### src/rtl/freq_div_pkg.sv
// ----------------------------------------------------------------------------
// freq_div_pkg : shared defaults and helpers for the programmable divider
// Rev 1.0
// ----------------------------------------------------------------------------
`default_nettype none

package freq_div_pkg;

  localparam int DIV_C1_DEF = 3;
  localparam int DIV_C0_DEF = 2;
  localparam int CW_DEF     = 8;

  // Number of high cycles per period; odd ratios get the extra cycle high.
  function automatic int high_len(input int n);
    return (n + 1) / 2;
  endfunction

endpackage

`default_nettype wire

### src/rtl/main_if.sv
// ----------------------------------------------------------------------------
// main_if : ratio-select input and divided-clock output of the divider
// Rev 1.0
// ----------------------------------------------------------------------------
`default_nettype none

interface main_if;

  logic C1;
  logic clockout;

  modport master (output C1, input clockout);
  modport slave  (input C1, output clockout);

endinterface

`default_nettype wire

### src/rtl/div_phase_counter.sv
// ----------------------------------------------------------------------------
// div_phase_counter : modulo-N phase counter, ratio reloaded at wrap/reset
// Rev 1.0
// ----------------------------------------------------------------------------
`default_nettype none

module div_phase_counter
  import freq_div_pkg::*;
#(
  parameter int CW = CW_DEF
) (
  input  logic          clk,
  input  logic          rst,
  input  logic [CW-1:0] ratio_i,
  output logic [CW-1:0] phase_d_o,
  output logic [CW-1:0] ratio_d_o,
  output logic          wrap_o
);

  logic [CW-1:0] cnt_q;
  logic [CW-1:0] cnt_d;
  logic [CW-1:0] ratio_q;
  logic [CW-1:0] ratio_d;
  logic          wrap_w;

  // ">=" keeps the counter bounded even if it ever sits above N-1.
  always_comb begin
    wrap_w  = (cnt_q >= (ratio_q - CW'(1)));
    cnt_d   = cnt_q + CW'(1);
    ratio_d = ratio_q;
    if (wrap_w) begin
      cnt_d   = '0;
      ratio_d = ratio_i;
    end
  end

  always_ff @(posedge clk) begin
    if (rst) begin
      ratio_q <= ratio_i;
      cnt_q   <= ratio_i - CW'(1);
    end else begin
      ratio_q <= ratio_d;
      cnt_q   <= cnt_d;
    end
  end

  assign phase_d_o = cnt_d;
  assign ratio_d_o = ratio_d;
  assign wrap_o    = wrap_w;

endmodule

`default_nettype wire

### src/rtl/main.sv
// ----------------------------------------------------------------------------
// main : programmable synchronous clock divider, ratio selected by C1
// Rev 1.0
// ----------------------------------------------------------------------------
`default_nettype none

module main
  import freq_div_pkg::*;
#(
  parameter int DIV_C1 = DIV_C1_DEF,
  parameter int DIV_C0 = DIV_C0_DEF,
  parameter int CW     = CW_DEF
) (
  input  logic   clk,
  input  logic   rst,
  main_if.slave  bus
);

  localparam logic [CW-1:0] C_DIV_C1 = CW'(DIV_C1);
  localparam logic [CW-1:0] C_DIV_C0 = CW'(DIV_C0);

  logic [CW-1:0] ratio_sel_w;
  logic [CW-1:0] phase_d;
  logic [CW-1:0] ratio_d;
  logic [CW-1:0] high_w;
  logic          wrap_w;
  logic          clockout_d;
  logic          clockout_q;

  assign ratio_sel_w = bus.C1 ? C_DIV_C1 : C_DIV_C0;

  div_phase_counter #(
    .CW (CW)
  ) u_phase (
    .clk       (clk),
    .rst       (rst),
    .ratio_i   (ratio_sel_w),
    .phase_d_o (phase_d),
    .ratio_d_o (ratio_d),
    .wrap_o    (wrap_w)
  );

  // Compare against the phase/ratio the counter is about to take so the
  // registered output lines up with the counter value after the same edge.
  always_comb begin
    high_w     = CW'(high_len(int'(ratio_d)));
    clockout_d = wrap_w ? 1'b1 : (phase_d < high_w);
  end

  always_ff @(posedge clk) begin
    if (rst) begin
      clockout_q <= 1'b0;
    end else begin
      clockout_q <= clockout_d;
    end
  end

  assign bus.clockout = clockout_q;

endmodule

`default_nettype wire

### src/flat_wrapper.sv
// flat-port wrapper written by rule: the top's interface ports become plain ports
module main_flat import freq_div_pkg::*;
#(
  parameter int DIV_C1 = DIV_C1_DEF,
  parameter int DIV_C0 = DIV_C0_DEF,
  parameter int CW     = CW_DEF
)
  (clk, rst, bus_C1, bus_clockout);
  main_if bus_i ();
  input  logic clk;
  input  logic rst;
  input wire logic [$bits(bus_i.C1)-1:0] bus_C1;
  output wire logic [$bits(bus_i.clockout)-1:0] bus_clockout;
  assign bus_i.C1 = bus_C1;
  assign bus_clockout = bus_i.clockout;
  main #(.DIV_C1(DIV_C1), .DIV_C0(DIV_C0), .CW(CW)) u_core (.clk(clk), .rst(rst), .bus(bus_i));
endmodule
### config.mk
export PLATFORM = sky130hd
export DESIGN_NAME = main_flat
export DESIGN_NICKNAME = d
export VERILOG_FILES = /design/src/rtl/freq_div_pkg.sv /design/src/rtl/main_if.sv /design/src/rtl/div_phase_counter.sv /design/src/rtl/main.sv /design/src/flat_wrapper.sv
export SDC_FILE = /design/constraint.sdc
export NUM_CORES = 1
export LEC_CHECK = 0
export ABC_CLOCK_PERIOD_IN_PS = 4800
export CAP_MARGIN = 0
export CORE_AREA = 4 4 57 59
export CTS_CLUSTER_SIZE = 40
export DETAILED_ROUTE_END_ITERATION = 8
export DIE_AREA = 0 0 61 63
export PLACE_DENSITY = 0.64
export RECOVER_POWER = 50
export SYNTH_ARGS = -nofsm -noshare
export SYNTH_HDL_FRONTEND = slang
export SYNTH_SLANG_ARGS = --single-unit
### constraint.sdc
create_clock -name clk -period 4.8 [get_ports clk]
set_clock_uncertainty 0.15 [all_clocks]
set_input_delay 0.96 -clock clk [delete_from_list [all_inputs] [get_ports clk]]
set_output_delay 0.96 -clock clk [all_outputs]
set_load 0.02 [all_outputs]
==> results of run 1 <==
[power breakdown]
part	internal (mW)	total [mW]	switching, mW	leakage, nW
Sequential	0.160	0.177	0.0163	0.138
Clock	0.0310	0.0768	0.0458	0.0177
Combinational	0.140	0.390	0.250	0.406
[synth_stat cells (all sizes together)]
cell type	count	share of area, %
ha	18	18
nand2	18	5.4
dfxtp	17	27
nor2	13	3.9
nor3	12	4.8
xnor2	11	7.8
and3	8	4.0
inv	8	2.4
nand3	8	3.2
xor2	7	4.9
clkbuf	5	1.5
a21oi	4	1.6
a21o	3	1.8
buf	2	1.5
o21ai	2	0.81
o31ai	2	1.2
or2	2	1.0
a2111oi	1	0.71
a211oi	1	0.61
a311oi	1	1.2
and4	1	0.71
nand2b	1	0.50
nor2b	1	0.50
nor4	1	0.50
nor4b	1	0.71
o211ai	1	0.61
o21a	1	0.61
o31a	1	0.71
or3	1	0.91
[state kept, by name, indices dropped and copies added (netlist names)]
signal,cells
u_core.bus.clockout,1
u_core.u_phase.ratio_q,8
u_core.u_phase.cnt_q,8
[through the flow]
step                      total power [mW]  setup WS (ns)  cells  hold slack [ns]  util (%)
final                               0.6433         0.4938    184           0.3771     48.06
after detailed placement            0.5794         0.5956    180           0.3571     47.18
after floorplan                     0.5156         0.8567    152           0.3188         -
after CTS                           0.6624         0.5357    184           0.3773     48.20
after global routing                0.7070         0.2006    184           0.4077     48.06
after global placement              0.5647         0.7286    180           0.3564     47.18
[critical path, cell delays in order, from the launching register on]
cell and delay, ns:
dfxtp_1 0.41, inv_1 0.11, ha_1 0.25, xnor2_1 0.14
ha_1 0.29, and3_1 0.15, o21ai_0 0.10, a311oi_2 0.51
nor3_1 0.12, or2_2 0.32, ha_1 0.24, nand3_1 0.11
xnor2_1 0.11, nand2_1 0.07, ha_1 0.31, and4_1 0.22
nand3_1 0.09, a2111oi_0 0.37, nor3_1 0.09
[cells by family after synthesis]
| kind of cell | after synthesis |
|---|---|
| compound gates | 17 |
| xor+xnor | 18 |
| fa+ha+maj | 18 |
| buf+inv | 15 |
| flops | 17 |
| simple gates | 67 |
[how the worst min path moves through the flow]
| stage | end | start | depth (start not counted) | slack, ns |
|---|---|---|---|---|
| 4_1_cts | u_core.u_phase.cnt_q[0] | u_core.u_phase.cnt_q[0] | 1 | 0.38 |
| 5_1_grt | u_core.u_phase.cnt_q[0] | u_core.u_phase.cnt_q[0] | 1 | 0.41 |
| 3_3_place_gp | u_core.u_phase.cnt_q[0] | u_core.u_phase.cnt_q[0] | 1 | 0.36 |
| 6_report | u_core.u_phase.cnt_q[0] | u_core.u_phase.cnt_q[0] | 1 | 0.38 |
| 2_1_floorplan | u_core.u_phase.cnt_q[0] | u_core.u_phase.cnt_q[0] | 1 | 0.32 |
| 3_5_place_dp | u_core.u_phase.cnt_q[0] | u_core.u_phase.cnt_q[0] | 1 | 0.36 |
[metal layers]
metal	wire length (um)	vias up	track usage (%)
li1	-	529	-
met5	0	-	0
met3	36	6	2.893
met4	53	0	5.962
met1	1107	470	18.76
met2	1264	9	23.53
[layout make-up]
type                       instances  area (um2)
clock buffer                       3       22.52
clock inverter                     1       5.005
fill                             296        1408
inverter                           8       30.03
multi-input combinational        120       832.0
sequential                        17       340.3
tap                               31       38.79
timing repair buffer               4       33.78
==> impl_metrics.toml, run 1 <==
[critical_path]
worst-endpoint-required_ns = 4.81
cp-startpoint = "u_core.u_phase.ratio_q[0]"
r2r_slack_ns = 0.49
rr_endpoint = "u_core.bus.clockout"
arrival_ns = 4.32
startpoint_type = "flop"
path_class = "reg -> reg"
r2r-start = "u_core.u_phase.ratio_q[0]"
r2r_cells = 18
path_max_fanout = 7
worstSetupEndpointType = "flop"
endpoint = "u_core.bus.clockout"

[place]
routabilityCongestion = 0.8202
placed_cell_area_um2 = 1279
port_buffers = 3
place_hpwl_um = 1984

[synth]
synth_top_family_by_area = "simple AND/OR/NAND/NOR gates"
synth_area_um2 = 1240
yosys.area_share.simple_pct = 26.34
syn_nets = 173
synth-seq-cells = 17
synth_compound_area_share_pct = 9.889
synthCells = 152
ys.warnings.count = 0
synth_cell_types = 31
synth_xor_area_share_pct = 12.71
yosysSeqAreaShare_pct = 27.45
yosys.area_share.adder_pct = 18.16
synthMuxAreaShare_pct = 0
syn_area_per_cell_um2 = 8.157

[cts]
cts_inserted_buffers = 3
cts_tree = "built"
clock_sinks = 17
postCtsHoldBufs = 0
cts_resized = 0
cts_setup_buffers = 0
cts_max_level = 1
root_buffer = "clkbuf_4"
clock_latency_ns = 0.29
clkTransAtPathRegs_ns = 0.10
clk_path_buf_depth = 2

[global_route]
grt_pass1_vias = 981
grt_max_degree = 18
antenna_found_initial = 0
grt_pass1_wl_um = 4284
overflow = 0
globalRouteTotalUtil_pct = 14.70

[timing]
setup_viol_count_final = 0
drv_slew = 0
grt_setup_unrepaired = "false"
fmax_mhz = 232.2
max-slew-margin-rel_pct = 37.85
finalCritPeriodShare_pct = 89.71
hold_viol_final = 0
layout_min_cycle_time_ns = 4.306
finalSetupTns_ns = 0
worst_pin_slew_ns = 0.9322

[finish]
area_growth_pct = 5.045
fin_nets = 175
antenna_cells = 0
layout_common_cells = "18 x nand2_1, 18 x ha_1, 17 x dfxtp_1"
fin_area_um2 = 1303
drive_gt1_share_pct = 4.575

[hold_path]
hold_path_class = "reg -> reg"

[power_and_ir_drop]
irDropWorstVdd_mv = 0.4605
leakagePower_nw = 0.5616
pwr_density_cell_nw_per_um2 = 493.9

[floorplan]
start_util_pct = 45.75
die-area_um2 = 3843
die_w_um = 61
die_h_um = 63
boundaryPins = 4
core-area_um2 = 2710
std_cell_rows = 19

[route]
viasPerCell = 5.511
drc = 0
wl_per_cell_um = 13.38
wl_um = 2461
ant_nets = 0
drt-pass1-iter-count = 4
num_vias = 1014
dr.first_iter.drc_count = 23

[status]
status = "completed"

[run]
drv_cap = 0
No activity file was read; power rests on OpenSTA's default activity.
==> inputs of run 2 (changes only) <==
CAP_MARGIN = not set   (was 0)
==> results of run 2 <==
Final layout, timing and power as in run 1 (identical DEF).
